--- src/rtl/lock_access_ctrl.sv ---
// lock_access_ctrl: 4-digit keypad lock with timed unlock, PIN programming and intrusion lockout
module lock_access_ctrl #(
  parameter logic [15:0] DEFAULT_PIN = 16'h1234,
  parameter int MAX_FAIL = 3,
  parameter int UNLOCK_CYC = 8,
  parameter int LOCKOUT_CYC = 16
) (
  input  logic       clk,
  input  logic       rst,
  input  logic [3:0] digit,
  input  logic       digit_vld,
  input  logic       enter,
  input  logic       clear,
  input  logic       set_req,
  output logic       lock,
  output logic       intrusion_alert,
  output logic [1:0] fail_cnt,
  output logic [2:0] state
);
  typedef enum logic [2:0] {IDLE = 3'd0, ENTRY = 3'd1, CHECK = 3'd2, OPEN = 3'd3, LOCKOUT = 3'd4} state_t;
  localparam int TW = $clog2((UNLOCK_CYC > LOCKOUT_CYC ? UNLOCK_CYC : LOCKOUT_CYC) + 1);
  localparam logic [1:0] MAXF = 2'(MAX_FAIL);
  state_t st;
  logic [15:0] buffer, pin;
  logic [2:0] count;
  logic [TW-1:0] unlock_tmr, lockout_tmr;
  logic [15:0] shifted;
  logic [1:0] fail_nxt;
  logic match, take_digit;
  assign shifted = {buffer[11:0], digit};
  assign match = (count == 3'd4) && (buffer == pin);
  assign fail_nxt = (fail_cnt == MAXF) ? MAXF : fail_cnt + 2'd1;
  assign take_digit = digit_vld && !clear && !enter && !set_req && (count != 3'd4);
  assign state = st;
  always_ff @(posedge clk or negedge rst) begin
    if (!rst) begin
      st <= IDLE;
      lock <= 1'b0;
      intrusion_alert <= 1'b0;
      fail_cnt <= 2'd0;
      buffer <= 16'd0;
      count <= 3'd0;
      unlock_tmr <= '0;
      lockout_tmr <= '0;
      pin <= DEFAULT_PIN;
    end else begin
      case (st)
        IDLE: if (digit_vld) begin
          buffer <= shifted;
          count <= 3'd1;
          st <= ENTRY;
        end
        ENTRY: begin
          if (clear) begin
            buffer <= 16'd0;
            count <= 3'd0;
            st <= IDLE;
          end else if (enter) begin
            st <= CHECK;
          end else if (take_digit) begin
            buffer <= shifted;
            count <= count + 3'd1;
          end
        end
        CHECK: begin
          buffer <= 16'd0;
          count <= 3'd0;
          if (match) begin
            st <= OPEN;
            lock <= 1'b1;
            fail_cnt <= 2'd0;
            unlock_tmr <= TW'(UNLOCK_CYC);
          end else begin
            fail_cnt <= fail_nxt;
            if (fail_nxt == MAXF) begin
              st <= LOCKOUT;
              intrusion_alert <= 1'b1;
              lockout_tmr <= TW'(LOCKOUT_CYC);
            end else begin
              st <= IDLE;
            end
          end
        end
        OPEN: begin
          unlock_tmr <= unlock_tmr - TW'(1);
          if (clear || enter) begin
            buffer <= 16'd0;
            count <= 3'd0;
          end else if (set_req) begin
            if (count == 3'd4) begin
              pin <= buffer;
              buffer <= 16'd0;
              count <= 3'd0;
            end
          end else if (take_digit) begin
            buffer <= shifted;
            count <= count + 3'd1;
          end
          // timeout and manual relock both leave with an empty buffer and a stopped timer
          if ((enter && !clear) || unlock_tmr == TW'(1)) begin
            st <= IDLE;
            lock <= 1'b0;
            buffer <= 16'd0;
            count <= 3'd0;
            unlock_tmr <= '0;
          end
        end
        LOCKOUT: begin
          lockout_tmr <= lockout_tmr - TW'(1);
          if (lockout_tmr == TW'(1)) begin
            st <= IDLE;
            intrusion_alert <= 1'b0;
            fail_cnt <= 2'd0;
          end
        end
        default: st <= IDLE;
      endcase
    end
  end
endmodule

--- config.mk ---
export PLATFORM = sky130hd
export DESIGN_NAME = lock_access_ctrl
export DESIGN_NICKNAME = d
export VERILOG_FILES = /design/src/rtl/lock_access_ctrl.sv
export SDC_FILE = /design/constraint.sdc
export NUM_CORES = 1
export LEC_CHECK = 0
export CORE_UTILIZATION = 45
export CTS_CLUSTER_DIAMETER = 50
export DETAILED_ROUTE_END_ITERATION = 8
export GPL_ROUTABILITY_DRIVEN = 0
export GPL_TIMING_DRIVEN = 0
export PLACE_DENSITY = 0.65
export SLEW_MARGIN = 20
export SYNTH_ARGS = -nofsm -noshare
export SYNTH_HDL_FRONTEND = slang
export SYNTH_SLANG_ARGS = --single-unit
--- constraint.sdc ---
create_clock -name clk -period 5.9 [get_ports clk]
set_clock_uncertainty 0.1 [all_clocks]
set_input_delay 0.885 -clock clk [delete_from_list [all_inputs] [get_ports clk]]
set_output_delay 0.885 -clock clk [all_outputs]
set_load 0.05 [all_outputs]
==> results of run 1 <==
cell usage in the layout, fill, tap and decap left out, drive strengths merged, types with 4 or more instances in the layout:
master and count:
xnor2 14, xor2 6, buf 7, dfstp 5, a22o 17, o21ai 12
nor3 6, clkbuf 6, inv 10, nor2 15, nand3 5, nand2 11
clkdlybuf4s50 15, dfrtp 47, nand2b 4, mux2 15, ha 6, a31o 4
a21oi 7
report_power, final:
part | internal (mW) | switching, mW | leakage [nW]
Combinational | 0.237 | 0.326 | 0.606
Sequential | 0.448 | 0.0997 | 0.648
Clock | 0.0847 | 0.119 | 0.0414
Total | 0.770 | 0.544 | 1.30
cells by family (layout without fill, tap and decap cells):
kind of cell / Yosys count / count (layout) / share of synthesized area [%]
muxes: 15 / 15 / 6.487
DFF: 52 / 52 / 50.22
and+or+nand+nor: 57 / 57 / 12.45
buffers and inverters: 16 / 40 / 3.268
adders and majority gates: 6 / 6 / 2.883
AOI/OAI and AO/OA: 60 / 60 / 17.97
xor gates and xnor gates: 20 / 20 / 6.728
per-stage QoR:
stage | cell area (um^2) | hold WS, ns | std cells
after CTS | 2940 | 0.3921 | 322
final | 2940 | 0.3841 | 322
after global placement | 2854 | 0.3683 | 314
after global routing | 2940 | 0.4263 | 322
after detailed placement | 2851 | 0.3694 | 314
after floorplan | 2604 | 0.3729 | 226
path summary, 6_finish.rpt:
kind / from / end / slack [ns] / depth (start not counted)
hold reg to reg: intrusion_alert / intrusion_alert / 0.38 / 1
min in group asynchronous: rst / count[2] / 0.49 / 1
hold / removal: intrusion_alert / intrusion_alert / 0.38 / 1
max in group asynchronous: rst / intrusion_alert / 4.76 / 1
setup reg to reg: count[0] / pin[0] / 3.51 / 6
setup / recovery: clear / pin[0] / 2.94 / 6
sequential cells by signal, indices dropped and copies added (netlist names):
signal,count
count,3
state,3
unlock_tmr,5
intrusion_alert,1
buffer,16
lock,1
fail_cnt,2
lockout_tmr,5
pin,16
worst reg2reg max path, delay by kind of cell, from the launching register on:
kind                       cells  cell delay (ns)
and+or+nand+nor                2             0.79
muxes                          1             0.37
buffers and inverters          2             0.45
DFF                            1             0.42
adders and majority gates      1             0.15
per-layer routing:
layer  up-vias  routed length (um)
met3         8                 139
met2        28                2254
met4         0                  76
li1        869                   -
met1       883                2323
met5         -                   0
final cells by class:
class                   instances  share of cell area (%)
flip-flops and latches         52                   44.47
multi-input cells             158                   41.19
repair buffers                 16                   5.362
well taps                      72                   3.064
clock buffers                   6                   2.468
plain buffers                   6                   1.617
inverters                      10                   1.277
clock inverters                 2                  0.5532
==> results.txt, run 1 <==
Mapped Cells = 226
critical path's top delay family = simple AND/OR/NAND/NOR gates
Tcrit/Tclk final = 50.24%
GRT overflow = 0
Horiz. Die Dim = 78.07 um
Post CTS Setup Buffer Count = 0
Startpoint Class = input port
WL final = 4794 um
#FFs+latches synth = 52
min-delay worst type = flop to flop
CTS resizes = 0
cell area after synthesis = 2604 um^2
# diodes = 0
antenna violations before repair = 0
Nets = 265
CTS Buf Count = 5
Port Buf Inserts = 16
Slew Limit Fails = 0
GR Util met3 = 3.837%
slowest cell on the critical path = nor3b_2
Mapped Avg Cell Area = 11.52 um^2
Seq/Total Area, Yosys = 50.22%
routed len/inst = 14.89 um
status = completed
core outline area = 5540 um^2
DIE AREA = 6094 um^2
via count = 1788
DRT antenna net count = 0
clock tree buffer depth = 2
fillers = 522
cts hold-fix bufs = 0
global-route wire length before repair = 8721 um
Reg area = 1308 um^2
RSZ-0062 raised after global routing = no
Crit path largest cell delay = 0.59 ns
met1 Track Usage GR = 25.13%
Worst setup EP type = flop
area of the multi-input gates = 1211 um^2
Tightest Pin Transition = 0.7785 ns
CTS sink count = 52
library cells used by synthesis = 46
CP max FO = 10
post-DR vias/cell = 5.553
share of synthesized registers carrying an async set or reset = 100.0%
Starting Density = 47.00%
Commonest cells post-synth = 47 x dfrtp_1, 17 x a22o_1, 15 x mux2_2, 15 x nor2_1, 14 x xnor2_1
Die Height = 78.07 um
most common cell in the netlist = dfrtp_1
kind of critical path = input port to flop
Critical Path RT = 5.99 ns
Place WS = 2.581 ns
final setup violation count = 0
post-layout util = 53.07%
main area contributors after synthesis = dfrtp_1 45%, mux2_2 6.5%, a22o_1 5.7%
fmax = 0.3374 GHz
cell taking the most area after synthesis = dfrtp_1
sum of buffers and inverters on the critical path = 2
IO Pins = 17
max_cap viols = 0
vias in the first global route = 1826
static leakage = 1.295 nW
H-tree depth = 2
clock root cell = clkbuf_8
residual DRC count = 0
PD cells = 447.0 nW/um^2
fraction of layout cells with a size suffix above 1 = 18.80%
Worst Setup Slack, final = 2.936 ns
TNS Setup = 0 ns
Hold Fails Final Rpt = 0
Area Growth Syn to Fin = 12.93%
Post-synth EDFFs = 0
YS warnings = 0
Mapped Nets = 242
critical path arrival = 3.05 ns
Skew-Pair Late Insertion Delay = 0.31 ns
pin count of the biggest net entering global routing = 53
Pwr Total = 1.314 mW
slew margin rel. = 47.79%
TritonRoute pass-1 iters = 4
top-area cell type share of the netlist area = 45.17%
ys flop type = dfrtp_1
Reg clk slew, reported paths = 0.09 ns
Peak supply drop = 0.2229 mV
total track usage = 18.43%
Post-DP HPWL = 3320 um
post-route minimum period = 2.964 ns
CP Cell Sequence = clkdlybuf4s50_1 -> nor2_1 -> and2_1 -> nor3b_2 -> buf_2 -> mux2_2
# rows = 27
DRT iter0 DRCs = 60
global routing usage on met2 = 29.30%
TritonCTS clock tree = yes
layer with the highest usage = met2
Note: power is estimated with default switching activity, not from simulation.
==> run 2: changes to the inputs <==
--- a/config.mk
+++ b/config.mk
@@ -10,7 +10,7 @@
 export DETAILED_ROUTE_END_ITERATION = 8
 export GPL_ROUTABILITY_DRIVEN = 0
 export GPL_TIMING_DRIVEN = 0
-export PLACE_DENSITY = 0.65
+export PLACE_DENSITY = 0.68
 export SLEW_MARGIN = 20
 export SYNTH_ARGS = -nofsm -noshare
 export SYNTH_HDL_FRONTEND = slang
==> constraint.sdc (replaced) <==
create_clock -name clk -period 2.6 [get_ports clk]
set_clock_uncertainty 0.1 [all_clocks]
set_input_delay 0.39 -clock clk [delete_from_list [all_inputs] [get_ports clk]]
set_output_delay 0.39 -clock clk [all_outputs]
set_load 0.05 [all_outputs]
==> results.txt, run 2 (synthesized netlist as in run 1, its figures left out) <==
Horiz. Die Dim = 78.07 um (unchanged)
post-route minimum period = 2.420 ns
CTS sink count = 52 (unchanged)
pin count of the biggest net entering global routing = 53 (unchanged)
Hold Fails Final Rpt = 20 (was 0)
fmax = 0.4133 GHz
fraction of layout cells with a size suffix above 1 = 19.20% (was 18.80%)
routed len/inst = 14.90 um (was 14.89 um)
vias in the first global route = 1683 (was 1826)
Regs by FF count = buffer (16), pin (16) (unchanged)
Worst setup EP type = flop (unchanged)
# rows = 27 (unchanged)
clock tree buffer depth = 2 (unchanged)
TritonCTS clock tree = yes (unchanged)
core outline area = 5540 um^2 (unchanged)
Post CTS Setup Buffer Count = 0 (unchanged)
Peak supply drop = 0.4643 mV (was 0.2229 mV)
cts hold-fix bufs = 0 (unchanged)
DRT iter0 DRCs = 130 (was 60)
fillers = 499 (was 522)
min-delay worst type = input port to async pin (was flop to flop)
WHS = -0.02785 ns (was 0.3841 ns)
CP max FO = 10 (unchanged)
CTS Buf Count = 5 (unchanged)
Nets = 265 (unchanged)
total track usage = 17.96% (was 18.43%)
Port Buf Inserts = 16 (unchanged)
# diodes = 0 (unchanged)
IO Pins = 17 (unchanged)
Post-DP HPWL = 3304 um (was 3320 um)
kind of critical path = input port to flop (unchanged)
DIE AREA = 6094 um^2 (unchanged)
via count = 1810 (was 1788)
Critical Path RT = 2.76 ns (was 5.99 ns)
most frequent cells in the layout = 47 x dfrtp_1, 17 x a22o_1, 15 x nor2_1, 15 x mux2_2, 15 x clkdlybuf4s50_1 (unchanged)
Worst Setup Slack, final = 0.1803 ns (was 2.936 ns)
Pwr Total = 3.006 mW (was 1.314 mW)
GRT overflow = 0 (unchanged)
global-route wire length before repair = 8349 um (was 8721 um)
RSZ-0062 raised after global routing = no (unchanged)
Area Growth Syn to Fin = 12.97% (was 12.93%)
final setup violation count = 0 (unchanged)
clock root cell = clkbuf_8 (unchanged)
Place WS = -0.1669 ns (was 2.581 ns)
TritonRoute pass-1 iters = 4 (unchanged)
Tightest Pin Transition = 0.7942 ns (was 0.7785 ns)
static leakage = 1.299 nW (was 1.295 nW)
Reg2Reg Depth = 6 (unchanged)
Starting Density = 47.00% (unchanged)
Die Height = 78.07 um (unchanged)
commonest non-fill, non-tap cell in the layout = dfrtp_1 (unchanged)
status = finished, violations left (was completed)
max_cap viols = 0 (unchanged)
slew margin rel. = 46.74% (was 47.79%)
DRT antenna net count = 0 (unchanged)
WL final = 4799 um (was 4794 um)
Reg clk slew, reported paths = 0.11 ns (was 0.09 ns)
PD cells = 1022 nW/um^2 (was 447.0 nW/um^2)
failing checks = hold timing
Slew Limit Fails = 0 (unchanged)
residual DRC count = 0 (unchanged)
H-tree depth = 2 (unchanged)
Startpoint Class = input port (unchanged)
post-layout util = 53.09% (was 53.07%)
post-DR vias/cell = 5.621 (was 5.553)
antenna violations before repair = 0 (unchanged)
Skew-Pair Late Insertion Delay = 0.32 ns (was 0.31 ns)
CTS resizes = 0 (unchanged)
Tcrit/Tclk final = 93.07%
critical path arrival = 2.58 ns (was 3.05 ns)
-- run 2: cell types whose count changed in the layout (fill, tap and decap cells not counted) --
cell      change
clkinv_4      -1
clkbuf_1      -1
clkinv_2      +1
inv_6         +1
-- run 2: path summary, 6_finish.rpt --
path / slack, ns / endpoint / startpoint
hold reg to reg: 0.39 / intrusion_alert / intrusion_alert
setup / recovery: 0.18 / buffer[13] / clear
setup reg to reg: 0.23 / pin[0] / count[0]
hold / removal: -0.03 / buffer[1] / rst
min in group clk: 0.39 / intrusion_alert / intrusion_alert
max in group asynchronous: 1.95 / lockout_tmr[4] / rst
-- run 2: cell type report --
cell class,instances,area (um^2),share of cell area (%)
buffer,6,47.55,1.616
clock buffer,5,68.82,2.339
clock inverter,3,21.27,0.7231
inverter,10,37.54,1.276
multi-input combinational,158,1211,41.17
sequential,52,1308,44.45
tap,72,90.09,3.063
timing repair buffer,16,157.7,5.359
-- run 2: through the flow --
stage / std cells / instance area, um^2 / setup TNS (ns)
after floorplan: 226 / 2604 / 0
after global placement: 314 / 2854 / -27.23
after detailed placement: 314 / 2851 / -2.315
after CTS: 322 / 2942 / 0
after global routing: 322 / 2942 / 0
final: 322 / 2942 / 0
-- run 2: worst max-delay path: stages --
cell and delay (ns):
clkdlybuf4s50_1 0.53, and2b_1 0.26, nor3_4 0.33, a21oi_1 0.22
o21ai_2 0.49, buf_6 0.22, a22o_1 0.14
-- run 2: routing by layer --
| layer | track usage, % | wire length, um | vias up |
|---|---|---|---|
| met5 | 0 | 0 | - |
| met4 | 6.667 | 74 | 0 |
| met3 | 4.186 | 155 | 7 |
| met2 | 26.40 | 2154 | 26 |
| met1 | 25.72 | 2415 | 906 |
| li1 | - | - | 871 |
-- run 2: where the power goes --
group / internal [mW] / switching [mW] / leakage [nW]
Sequential: 1.02 / 0.231 / 0.648
Clock: 0.192 / 0.289 / 0.0445
Combinational: 0.537 / 0.740 / 0.606
==> run 3: changes to the inputs <==
--- a/config.mk
+++ b/config.mk
@@ -11,6 +11,7 @@
 export GPL_ROUTABILITY_DRIVEN = 0
 export GPL_TIMING_DRIVEN = 0
 export PLACE_DENSITY = 0.68
+export SKIP_LAST_GASP = 1
 export SLEW_MARGIN = 20
 export SYNTH_ARGS = -nofsm -noshare
 export SYNTH_HDL_FRONTEND = slang
==> results of run 3 <==
The final DEF is identical to that of run 2; final timing and power are the same.
